## config.mk

```make
export PLATFORM = sky130hd
export DESIGN_NAME = ir_cmd_scheduler
export DESIGN_NICKNAME = d
export VERILOG_FILES = /design/src/rtl/ir_cmd_scheduler.sv
export SDC_FILE = /design/constraint.sdc
export NUM_CORES = 1
export LEC_CHECK = 0
export CORE_MARGIN = 8
export CORE_UTILIZATION = 35
export CTS_CLUSTER_SIZE = 20
export DETAILED_ROUTE_END_ITERATION = 12
export HOLD_SLACK_MARGIN = 0.15
export PLACE_DENSITY = 0.54
export SLEW_MARGIN = 10
export SYNTH_ARGS = -nofsm -noshare
export SYNTH_HDL_FRONTEND = slang
export SYNTH_SLANG_ARGS = --single-unit
export TNS_END_PERCENT = 20
```

## constraint.sdc

```tcl
create_clock -name CLOCK_50 -period 3.83 [get_ports CLOCK_50]
set_input_delay 0.5745 -clock CLOCK_50 [delete_from_list [all_inputs] [get_ports CLOCK_50]]
set_output_delay 0.5745 -clock CLOCK_50 [all_outputs]
set_load 0.01 [all_outputs]
```

## src/rtl/ir_cmd_scheduler.sv

```systemverilog
// NEC IR command scheduler: frame validation, address filtering, key-hold tracking,
// rate-divided auto-repeat and a first-word fall-through command FIFO.
module ir_cmd_scheduler #(
  parameter logic [7:0]  DEV_ADDR     = 8'h00,
  parameter bit          ADDR_FILTER  = 1'b1,
  parameter int unsigned HOLD_TIMEOUT = 5940000,
  parameter int unsigned REPEAT_DIV   = 3,
  parameter int unsigned FIFO_DEPTH   = 4
) (
  input  logic        CLOCK_50,
  input  logic        RESET,
  input  logic        FRAME_VALID,
  input  logic [31:0] FRAME_DATA,
  input  logic        REPEAT_VALID,
  output logic        CMD_VALID,
  input  logic        CMD_READY,
  output logic [7:0]  CMD_DATA,
  output logic        CMD_IS_REPEAT,
  output logic        HELD,
  output logic        OVERFLOW,
  output logic [7:0]  ERR_COUNT,
  output logic [4:0]  FIFO_LEVEL,
  input  logic        CLR_FLAGS
);

  localparam int          AW         = $clog2(FIFO_DEPTH);
  localparam logic [23:0] TIMER_LOAD = 24'(HOLD_TIMEOUT);
  localparam logic [3:0]  RPT_LAST   = 4'(REPEAT_DIV);
  localparam logic [4:0]  DEPTH      = 5'(FIFO_DEPTH);

  typedef enum logic {S_IDLE, S_HELD} state_t;

  state_t      state, state_nxt;
  logic [23:0] timer, timer_nxt;
  logic [3:0]  rpt_cnt, rpt_nxt, rpt_inc;
  logic [7:0]  last_cmd, last_nxt;
  logic        push;
  logic [8:0]  push_data;

  logic [7:0] f_addr, f_cmd;
  logic       frame_ok, frame_err, frame_acc;

  assign f_addr    = FRAME_DATA[7:0];
  assign f_cmd     = FRAME_DATA[23:16];
  assign frame_ok  = (FRAME_DATA[15:8] == ~f_addr) && (FRAME_DATA[31:24] == ~f_cmd);
  assign frame_err = FRAME_VALID && !frame_ok;
  assign frame_acc = FRAME_VALID && frame_ok && (!ADDR_FILTER || (f_addr == DEV_ADDR));
  assign rpt_inc   = rpt_cnt + 4'd1;

  always_ff @(posedge CLOCK_50 or posedge RESET) begin
    if (RESET) begin
      state    <= S_IDLE;
      timer    <= '0;
      rpt_cnt  <= '0;
      last_cmd <= '0;
    end else begin
      state    <= state_nxt;
      timer    <= timer_nxt;
      rpt_cnt  <= rpt_nxt;
      last_cmd <= last_nxt;
    end
  end

  // A frame on the same cycle as a repeat strobe always suppresses the repeat.
  always_comb begin
    state_nxt = state;
    timer_nxt = timer;
    rpt_nxt   = rpt_cnt;
    last_nxt  = last_cmd;
    push      = 1'b0;
    push_data = '0;
    case (state)
      S_IDLE: begin
        if (frame_acc) begin
          push      = 1'b1;
          push_data = {f_cmd, 1'b0};
          last_nxt  = f_cmd;
          timer_nxt = TIMER_LOAD;
          rpt_nxt   = '0;
          state_nxt = S_HELD;
        end
      end
      S_HELD: begin
        if (frame_acc) begin
          push      = 1'b1;
          push_data = {f_cmd, 1'b0};
          last_nxt  = f_cmd;
          timer_nxt = TIMER_LOAD;
          rpt_nxt   = '0;
        end else if (REPEAT_VALID && !FRAME_VALID) begin
          timer_nxt = TIMER_LOAD;
          if (rpt_inc == RPT_LAST) begin
            push      = 1'b1;
            push_data = {last_cmd, 1'b1};
            rpt_nxt   = '0;
          end else begin
            rpt_nxt = rpt_inc;
          end
        end else if (timer <= 24'd1) begin
          timer_nxt = '0;
          rpt_nxt   = '0;
          state_nxt = S_IDLE;
        end else begin
          timer_nxt = timer - 24'd1;
        end
      end
      default: state_nxt = S_IDLE;
    endcase
  end

  logic [8:0]    mem [FIFO_DEPTH];
  logic [AW-1:0] wr_ptr, rd_ptr;
  logic [4:0]    level;
  logic          pop, full, wr_en, ovf_evt;

  assign pop     = (level != 5'd0) && CMD_READY;
  assign full    = (level == DEPTH);
  assign wr_en   = push && (!full || pop);
  assign ovf_evt = push && full && !pop;

  always_ff @(posedge CLOCK_50) begin
    if (wr_en) mem[wr_ptr] <= push_data;
  end

  // Pointers are exactly log2(depth) wide, so wrap comes for free.
  always_ff @(posedge CLOCK_50 or posedge RESET) begin
    if (RESET) begin
      wr_ptr    <= '0;
      rd_ptr    <= '0;
      level     <= '0;
      OVERFLOW  <= 1'b0;
      ERR_COUNT <= '0;
    end else begin
      if (wr_en) wr_ptr <= wr_ptr + 1'b1;
      if (pop)   rd_ptr <= rd_ptr + 1'b1;
      case ({wr_en, pop})
        2'b10:   level <= level + 5'd1;
        2'b01:   level <= level - 5'd1;
        default: level <= level;
      endcase
      if (ovf_evt)        OVERFLOW <= 1'b1;
      else if (CLR_FLAGS) OVERFLOW <= 1'b0;
      if (CLR_FLAGS)                           ERR_COUNT <= frame_err ? 8'd1 : 8'd0;
      else if (frame_err && ERR_COUNT != 8'hFF) ERR_COUNT <= ERR_COUNT + 8'd1;
    end
  end

  assign CMD_VALID     = (level != 5'd0);
  assign CMD_DATA      = CMD_VALID ? mem[rd_ptr][8:1] : 8'd0;
  assign CMD_IS_REPEAT = CMD_VALID ? mem[rd_ptr][0] : 1'b0;
  assign HELD          = (state == S_HELD);
  assign FIFO_LEVEL    = level;

endmodule

```

---- Yosys cells after proc, flatten, opt, wreduce, memory -nomap -nowiden ----
Memory sizes are Yosys's and may differ from the RTL's.
Index checks and enable logic that the tools add are counted.
storage, ports and cells
  input port bits ......................... 38
  latch bits .............................. 0
  RAM bits ................................ 36
  memories ................................ 1
  ROM bits ................................ 0
  bits in registers ....................... 55
operators by class
  add/sub/neg operators ................... 7
  equality and inequality tests ........... 9
  divide/modulo/power cells ............... 0
  $mul .................................... 0
  shift operators ......................... 0
  bitwise gates (word level) .............. 3
  mux-type cells .......................... 36
  $lt $le $gt $ge ......................... 1
  reductions and logical operators ........ 21
memories
  memory  depth  bits a word  read ports  clocked after Yosys merged registers in  wr ports  line  text
  mem     4      9            1           0                                        1         111   logic [8:0] mem [FIFO_DEPTH];
operators by type and width
  kind                     number
  $mux W24                 4
  $pmux W24 S2             1
  $mux W9                  4
  $mux W8                  4
  $le A24 B1 Y1 const B    1
  $sub A24 B1 Y24 const B  1
  $mux W4                  5
  $pmux W9 S2              1
  $eq A8 B8 Y1             2
  $not A8 Y8               2
  $mux W1                  13
  $logic_and A1 B1 Y1      10
  $pmux W5 S2              1
  $add A8 B1 Y8 const B    1
  $logic_not A8 Y1         1
  $ne A8 B8 Y1 const B     1
  $pmux W4 S2              1
  $reduce_bool A2 Y1       3
  $add A5 B1 Y5 const B    1
  $eq A5 B3 Y1 const B     1
  $reduce_bool A5 Y1       1
  $sub A5 B1 Y5 const B    1
  $add A2 B1 Y2 const B    2
  $add A4 B1 Y4 const B    1
  other kinds (10)         14

---- Logic depth before layout (Yosys ltp) ----
Gate-level depths: netlist of the first run.
  word-level depth ........................ 10
  depth in mapped cells ................... 15
  mapped depth without buffers ............ 15

---- Worst setup path after synthesis of the first run ----
OpenSTA, ideal clock, no wires.
  kind .................................... input to register
  from .................................... input port FRAME_DATA[30]
  to ...................................... register level[4], in the netlist FIFO_LEVEL[4]
  path buffers ............................ 2
  required time ........................... 3751 ps
  library setup time ...................... 79 ps
  slack ................................... 719 ps
  data arrival time ....................... 3032 ps
  cell stages on the path ................. 13
  cell sequence ........................... xor2_1 > nand4_1 > nor4_1 > and2_1 > clkbuf_1 > clkbuf_1 > nor2_1 > ha_1 > a21o_1 > a21oi_1 > nand3b_1 > o32ai_1 > xor2_1
between the ends
  cells in the longest elaborated chain, start to end .. 9
  elaborated cells on any way between the ends .. 12
  classes of those cells .................. eq/ne: 3; mux: 4; reduce/logical: 5
ends and longest elaborated chain
  item                                                      line    text
  from (decl)                                               13      input logic [31:0] FRAME_DATA,
  $eq A8 B8 Y1 *                                            45      assign frame_ok = (FRAME_DATA[15:8] == ~f_addr) && (FRAME_DATA[31:24] == ~f_cmd);
  $logic_and A1 B1 Y1 *                                     45
  $logic_and A1 B1 Y1 * (2 in series)                       47      assign frame_acc = FRAME_VALID && frame_ok && (!ADDR_FILTER || (f_addr == DEV_ADDR));
  $mux W1 (on tied branches)                                84, 74
  $pmux W1 S2 *                                             72      case (state)
  $logic_and A1 B1 Y1 *                                     118     assign wr_en = push && (!full || pop);
  $eq A2 B1 Y1 / $eq A2 B2 Y1 (equally long branches)       136     case ({wr_en, pop})
  $pmux W5 S2 / $reduce_bool A2 Y1 (equally long branches)  --
  to (signal assigned)                                      137     2'b10: level <= level + 5'd1;
  to (signal assigned)                                      138     2'b01: level <= level - 5'd1;
  to (signal assigned)                                      139     default: level <= level;
  to (decl)                                                 113     logic [4:0] level;
Mark *: on every way between the ends. The rest lies on a longest branch, timed or not.
A chain may end at the register's enable or synchronous reset.

---- Worst setup path in the final report of the first run ----
  from .................................... input port FRAME_VALID
  to ...................................... register level[4], in the netlist FIFO_LEVEL[4]
between the ends
  cells in the longest elaborated chain, start to end .. 8
  elaborated cells on any way between the ends .. 13
  classes of those cells .................. eq/ne: 2; mux: 5; reduce/logical: 6
ends and longest elaborated chain
  item                                                      line  text
  from (decl)                                               12    input logic FRAME_VALID,
  $logic_not A1 Y1                                          90    end else if (REPEAT_VALID && !FRAME_VALID) begin
  $logic_and A1 B1 Y1                                       90
  $mux W1                                                   90
  $mux W1                                                   84    if (frame_acc) begin
  $pmux W1 S2 *                                             72
  $logic_and A1 B1 Y1 *                                     118
  $eq A2 B1 Y1 / $eq A2 B2 Y1 (equally long branches)       136
  $pmux W5 S2 / $reduce_bool A2 Y1 (equally long branches)  --
Marks and branches as above.

==> summary.md, run 1 <==
| Metric | Value |
|---|---|
| Hpwl dp | `8560 um` |
| Fmax | `roughly 310 MHz` |
| Crit path time final | `about 3.2 ns` |
| WHS Endpoint | `last_cmd[5]` |
| CP arrival | `3.48 ns` |
| Top_reg_cell synth | `dfrtp_1` |
| Tcrit/Tclk final | `0.836` |
| Biggest area consumer among synthesized cells | `dfrtp_1` |
| Clock transition at path regs | `0.07 ns` |
| Post-synthesis sequential area ratio | `0.504` |
| Slew headroom | `0.456` |
| Post-route setup TNS | `0 ns` |
| Die width | `134 um` |
| Startpoint Class | `primary input` |
| Num ports | `63` |
| Starting DRT DRC Count | `316` |
| Critical-path top delay cell | `clkdlybuf4s50_1` |
| Postcts setup bufs | `0` |
| Flop2flop setup slack | `0.84 ns` |
| Switching fraction of total power | `0.285` |
| #FFs+latches synth | `around 90` |
| Reg-to-reg endpoint | `FIFO_LEVEL[2]` |
| Core ar. | `13,800 um2` |
| Vias in the first global route | `3,752` |
| Critical path's top delay family | `simple AND/OR/NAND/NOR gates` |
| Via count | `3,728` |
| Cell Area, Synth | `4880 um2` |
| Power Dens Cells | `444 nW/um2` |
| Tot GR Track Use | `0.140` |
| Mapped Nets | `506` |
| Critical path capture point type | `register` |
| Synth area leaders | `dfrtp_1 28%, edfxtp_1 22%, mux4_2 4.2%, xor2_1 3.6%, nand2_1 3.4%` |
| Flop pwr share | `0.431` |
| Placer Congestion | `0.792` |
| Largest net degree at the start of global routing | `41` |
| DR WL/cell | `about 17 um` |
| Antenna violations before repair | `0` |
| Final Setup Violations | `0` |
| Post-route antenna net violation count | `0` |
| CTS root buf | `clkbuf_16` |
| Std cell rows | `43` |
| Worst hold start | `last_cmd[5]` |
| Final Max Tran Viols | `0` |
| Die extent in y | `134 um` |
| Number of H-tree levels | `3` |
| R2R Path Start | `rpt_cnt[0]` |
| Final WL | `11,900 um` |
| Worst VDD drop | `0.216 mV` |
| Asr flop ratio synth | `0.604` |
| Count leader, synth | `dfrtp_1` |
| Synth warnings | `0` |
| CP bufs+invs | `3` |
| Final non-filler cell total | `704` |
| Syn avg cell area | `between 10 and 15 um2` |
| Worst-Skew Late Latency | `0.34 ns` |
| Kind of critical path | `primary input to register` |
| Post-cts hold buffer count | `0` |
| # clock sinks | `slightly above 90` |
| Worst r2r path cells | `13` |
| ANT cells | `0` |
| Least-Margin Pin Slew | `0.813 ns` |
| Largest stage delay on the critical path | `0.55 ns` |
| TritonCTS clock tree | `done` |
| First-pass GRT wire length | `19,900 um` |
| Comb pwr share | `0.248` |
| Unique masters post-synth | `60` |
| Internal | `1900 uW` |
| Top cells by count, synth | `55 x dfrtp_1, 44 x nand2_1, 44 x nor2_1, 36 x edfxtp_1` |
| Worst hold slack | `0.468 ns` |
| Clk buf depth | `2` |
| Die ar. | `about 18,000 um2` |
| WHS Path Cells | `2` |
| Leak Pwr | `approximately 0.0025 uW` |
| Syn Inst Count | `455` |
| RSZ-0062 raised after global routing | `no` |
| Pre-antenna DRT Iters | `4` |
| Layout cell share with drive strength beyond 1 | `0.103` |
| Avg Vias per Cell | `5.30` |
| Tot Pwr | `2660 uW` |
| Clock network power share | `0.320` |
| Worst Clk Skew | `0.00684 ns` |
| Post-CTS Resized | `0` |
| Net count, final | `570` |
| Worst hold path type | `register to register` |
| Status | `finished clean` |
| Area grow syn2layout | `23.0%` |
| P_sw | `760 uW` |
| Crit path max fanout | `10` |
| Max_cap viols | `0` |
| Required time at the worst-slack endpoint | `4.10 ns` |
| Final Hold Vio Count | `0` |
| Share of the synthesized area in the top cell type | `0.282` |
| Drt drc | `0` |
| CTS buffer count | `9` |
| Initial Util | `0.354` |
| CP cell instances | `clkdlybuf4s50_1 > nand3b_1 > or3b_2 > o21ai_2 > nand2b_1 > nor2_1 > inv_1 > fa_1 > inv_1 > a21o_1 > a21oi_1 > nand3b_1 > o32ai_1 > xor2_1` |
| IO Port Bufs | `just over 60` |
| Placed cells | `688` |
| Post-synth EDFFs | `36` |
| Core Util, Final | `0.436` |
| Remaining global-route overflow | `0` |
-- cell usage in the layout, fill, tap and decap left out, types with 7 or more instances in the layout --
cell type / instances
nor4_1: 7
ha_1: 12
a22o_1: 7
buf_4: 12
xor2_1: 20
edfxtp_1: 36
xnor2_1: 8
o21ai_0: 20
nor2_1: 44
clkdlybuf4s50_1: 62
nor3_1: 15
clkbuf_16: 9
dfrtp_1: 55
a21oi_1: 14
and2_1: 16
nand4_1: 7
mux4_2: 9
nand2_1: 44
inv_1: 15
nand3_1: 13
-- state kept, by name (all words and copies together) (netlist names) --
register / flops
HELD: 1
last_cmd: 8
mem: 36
rpt_cnt: 4
OVERFLOW: 1
timer: 24
FIFO_LEVEL: 5
rd_ptr: 2
ERR_COUNT: 8
wr_ptr: 2
-- metrics by stage --
step	cell area [um2]	setup slack [ns]
6_report	6000	0.627
5_1_grt	6000	0.334
4_1_cts	6000	0.629
3_5_place_dp	5720	0.267
3_3_place_gp	5720	0.355
2_1_floorplan	4880	0.719
-- layout make-up --
cell class              instances  area, um2
fillers                      1305       7770
flip-flops and latches         91       2460
multi-input cells             327       2260
repair buffers                 74        711
clock buffers                   9        225
well taps                     180        225
inverters                      16       60.1
clock inverters                 7       58.8
-- per-layer routing --
layer	GRT usage	vias to the layer above	share of wire
met1	0.171	1852	0.45
met2	0.239	61	0.51
met5	0	-	0
met4	0.0574	0	0.011
met3	0.0232	8	0.030
li1	-	1807	-
-- kinds of logic (layout without fill, tap and decap cells) --
logic type | Yosys count | count (layout) | synth area share
and+or+nand+nor | 181 | 181 | 0.192
adders and majority gates | 13 | 13 | 0.0349
AOI/OAI and AO/OA | 88 | 88 | 0.127
buffers and inverters | 37 | 106 | 0.0326
DFF | 91 | 91 | 0.504
xor gates and xnor gates | 28 | 28 | 0.0503
muxes | 17 | 17 | 0.0592
-- worst min-delay path: cells and delay by family (launching register included) --
| kind | cells | cell delay [ns] |
|---|---|---|
| simple gates | 2 | 0.10 |
| flops | 1 | 0.34 |
-- power groups by stage --
stage	Combinational [uW]	Clock [uW]	Sequential [uW]
detailed placement	675	0	1180
finish	662	853	1150
global route	733	923	1170
floorplan	425	0	1120
CTS	676	889	1160
global placement	668	0	1180
-- worst max path at each step --
stage | from | to | slack [ns] | cells after the start
2_1_floorplan | FRAME_DATA[30] | FIFO_LEVEL[4] | 0.72 | 13
5_1_grt | FRAME_VALID | FIFO_LEVEL[4] | 0.33 | 14
3_3_place_gp | FRAME_VALID | FIFO_LEVEL[2] | 0.36 | 12
4_1_cts | FRAME_VALID | FIFO_LEVEL[4] | 0.63 | 14
3_5_place_dp | FRAME_VALID | FIFO_LEVEL[4] | 0.27 | 12
6_report | FRAME_VALID | FIFO_LEVEL[4] | 0.63 | 14
Power figures use the tool's default switching activity.
==> run 2: changes to the inputs <==
Settings changed: PLACE_DENSITY 0.54 to 0.56.
Clock period 3.83 ns to 2.9 ns, I/O delays scaled along.
==> run 2 against run 1 <==
Design area is 8.1% higher. Global-route usage grew 0.40 points. Critical path depth fell by 2. Clock skew increased by 0.0021 ns. Setup slack worse by 0.51 ns. Clock power is 42% higher. Power rose by 42%. Clock-buffer cell count up 1.
==> summary.md, run 2 (same netlist as run 1, synthesis figures left out) <==
| Metric | Value |
|---|---|
| Critical path capture point type | `register` |
| Regs by FF count | `mem (36), timer (24)` |
| Leak Pwr | `0.00270 uW` |
| Drt drc | `0` |
| Required time at the worst-slack endpoint | `approximately 3.2 ns` |
| Status | `finished clean` |
| Crit path time final | `2.78 ns` |
| CP arrival | `3.05 ns` |
| Largest stage delay on the critical path | `0.51 ns` |
| Most frequent cells in the layout | `59 x clkdlybuf4s50_1, 55 x dfrtp_1, 49 x buf_4` |
| TritonCTS clock tree | `done` |
| Critical-path top delay cell | `clkdlybuf4s50_1` |
| Pre-antenna DRT Iters | `4` |
| Vias in the first global route | `4,053` |
| Starting DRT DRC Count | `between 300 and 400` |
| Fill cells | `about 1,300` |
| Hpwl dp | `around 8700 um` |
| Critical path's top delay family | `simple AND/OR/NAND/NOR gates` |
| First-pass GRT wire length | `20,500 um` |
| Reg-to-reg endpoint | `FIFO_LEVEL[2]` |
| Worst VDD drop | `0.250 mV` |
| Final Hold Vio Count | `0` |
| Layout cell share with drive strength beyond 1 | `0.190` |
| Tot GR Track Use | `0.144` |
| Avg Vias per Cell | `5.19` |
| Net count, final | `613` |
| Startpoint Class | `primary input` |
| Die extent in y | `134 um` |
| Largest reg by FF count | `mem` |
| CTS root buf | `clkbuf_16` |
| CP cell instances | `clkdlybuf4s50_1 > xor2_2 > nand4_1 > nor4_2 > and2_4 > nor2_4 > ha_1 > a21o_1 > a21oi_2 > nand3b_1 > o32ai_1 > xor2_1` |
| Via count | `roughly 3,900` |
| Worst hold path type | `primary input to asynchronous set/reset pin` |
| CP bufs+invs | `1` |
| Internal | `2720 uW` |
| Die ar. | `18,000 um2` |
| Remaining global-route overflow | `0` |
| Clock transition at path regs | `0.06 ns` |
| Flop2flop setup slack | `0.21 ns` |
| Fin area | `roughly 6500 um2` |
| Final Setup Violations | `0` |
| Post-route setup TNS | `0 ns` |
| Max_cap viols | `0` |
| Crit path max fanout | `4` |
| Clock network power share | `0.321` |
| Final Max Tran Viols | `0` |
| Die width | `approximately 130 um` |
| Tot Pwr | `3780 uW` |
| P_sw | `between 1000 and 1500 uW` |
| Worst-Skew Late Latency | `0.35 ns` |
| Post-DP Area | `6080 um2` |
| RSZ-0062 raised after global routing | `yes` |
| DR WL/cell | `16.4 um` |
| Number of H-tree levels | `3` |
| Num ports | `63` |
| Flop pwr share | `0.392` |
| Placer Congestion | `~0.8` |
| CTS buffer count | `9` |
| Power Dens Cells | `583 nW/um2` |
| Antenna violations before repair | `0` |
| Area grow syn2layout | `32.9%` |
| Kind of critical path | `primary input to register` |
| Worst r2r path cells | `15` |
| Tcrit/Tclk final | `0.959` |
| IO Port Bufs | `62` |
| Slew headroom | `0.590` |
| Least-Margin Pin Slew | `0.607 ns` |
| Commonest non-fill, non-tap cell in the layout | `clkdlybuf4s50_1` |
| Largest net degree at the start of global routing | `36` |
| # clock sinks | `slightly above 90` |
| Std cell rows | `43` |
| Core Util, Final | `0.471` |
| Worst Clk Skew | `0.00893 ns` |
| Post-route antenna net violation count | `0` |
| Clk buf depth | `2` |
| Initial Util | `0.354` |
| Largest register FFs | `36` |
| Fmax | `360 MHz` |
| R2R Path Start | `rpt_cnt[0]` |
| ANT cells | `0` |
| Final WL | `12,300 um` |
| Placed cells | `727` |
| Final non-filler cell total | `between 700 and 800` |
| Core ar. | `13,800 um2` |
| Comb pwr share | `0.287` |
| Switching fraction of total power | `0.280` |
| Post-cts hold buffer count | `0` |
## run 2: cell types whose count changed in the layout (fill, tap and decap cells not counted), moves of 2 or more
cell and delta:
a21oi_2 +2, xor2_1 -3, dlymetal6s2s_1 +3, xor2_2 +3, a21oi_1 -2, buf_12 +5, clkdlybuf4s50_1 -3, buf_4 +37
## run 2: what timing repair did
| item | 4_1_cts | 5_1_grt |
|---|---|---|
| buffers inserted | 0 | 4 |
| gates resized for setup | 2 | 15 |
| endpoints found under the setup margin | 3 | 40 |
| endpoints found under the hold margin | 0 | 0 |
| pin swaps | 2 | 7 |
## run 2: layout make-up
type	instances	area, um2	share of cell area
clock buffer	10	229	0.0353
clock inverter	6	76.3	0.0118
inverter	16	60.1	0.00926
multi-input combinational	327	2330	0.359
sequential	91	2460	0.379
tap	180	225	0.0347
timing repair buffer	117	1110	0.171
## run 2: worst reg2reg max path, delay by kind of cell, from the launching register on
kind,cells,cell delay (ns)
AND/OR/NAND/NOR,5,0.56
multiplexers,1,0.07
AO/OA/AOI/OAI,3,0.48
buffers and inverters,3,0.35
adder cells (fa/ha/maj),2,0.57
XOR/XNOR,1,0.16
flip-flops,1,0.41
## run 2: per-layer routing
metal	vias up	routed length, um	global-route usage	part of all wire
li1	1892	-	-	-
met1	1901	5430	0.173	0.44
met2	82	6180	0.247	0.50
met3	4	574	0.0284	0.047
met4	0	88	0.0555	0.0072
met5	-	0	0	0
## run 2: through the flow
step	hold slack (ns)	worst slack, ns
finish	0.429	0.120
global route	0.481	-0.0206
CTS	0.436	0.00569
detailed placement	0.458	-0.401
global placement	0.450	-0.322
floorplan	0.439	0.00214
## run 2: how the worst max path moves through the flow
| stage | from | to | slack, ns | cells past startpoint |
|---|---|---|---|---|
| after floorplan | FRAME_DATA[30] | FIFO_LEVEL[4] | 0.002 | 13 |
| after global placement | FRAME_DATA[22] | FIFO_LEVEL[2] | -0.32 | 14 |
| after detailed placement | FRAME_DATA[22] | FIFO_LEVEL[2] | -0.40 | 14 |
| after CTS | rpt_cnt[0] | FIFO_LEVEL[2] | 0.006 | 14 |
| after global routing | FRAME_DATA[20] | FIFO_LEVEL[4] | -0.02 | 12 |
| final | FRAME_DATA[25] | FIFO_LEVEL[4] | 0.12 | 12 |
## run 2: power by group through the flow
stage | Combinational [uW] | Sequential [uW] | Clock (uW)
global placement | 1030 | 1510 | 0
finish | 1080 | 1480 | 1210
detailed placement | 1030 | 1510 | 0
CTS | 1040 | 1490 | 1250
global route | 1190 | 1490 | 1300
floorplan | 558 | 1480 | 0
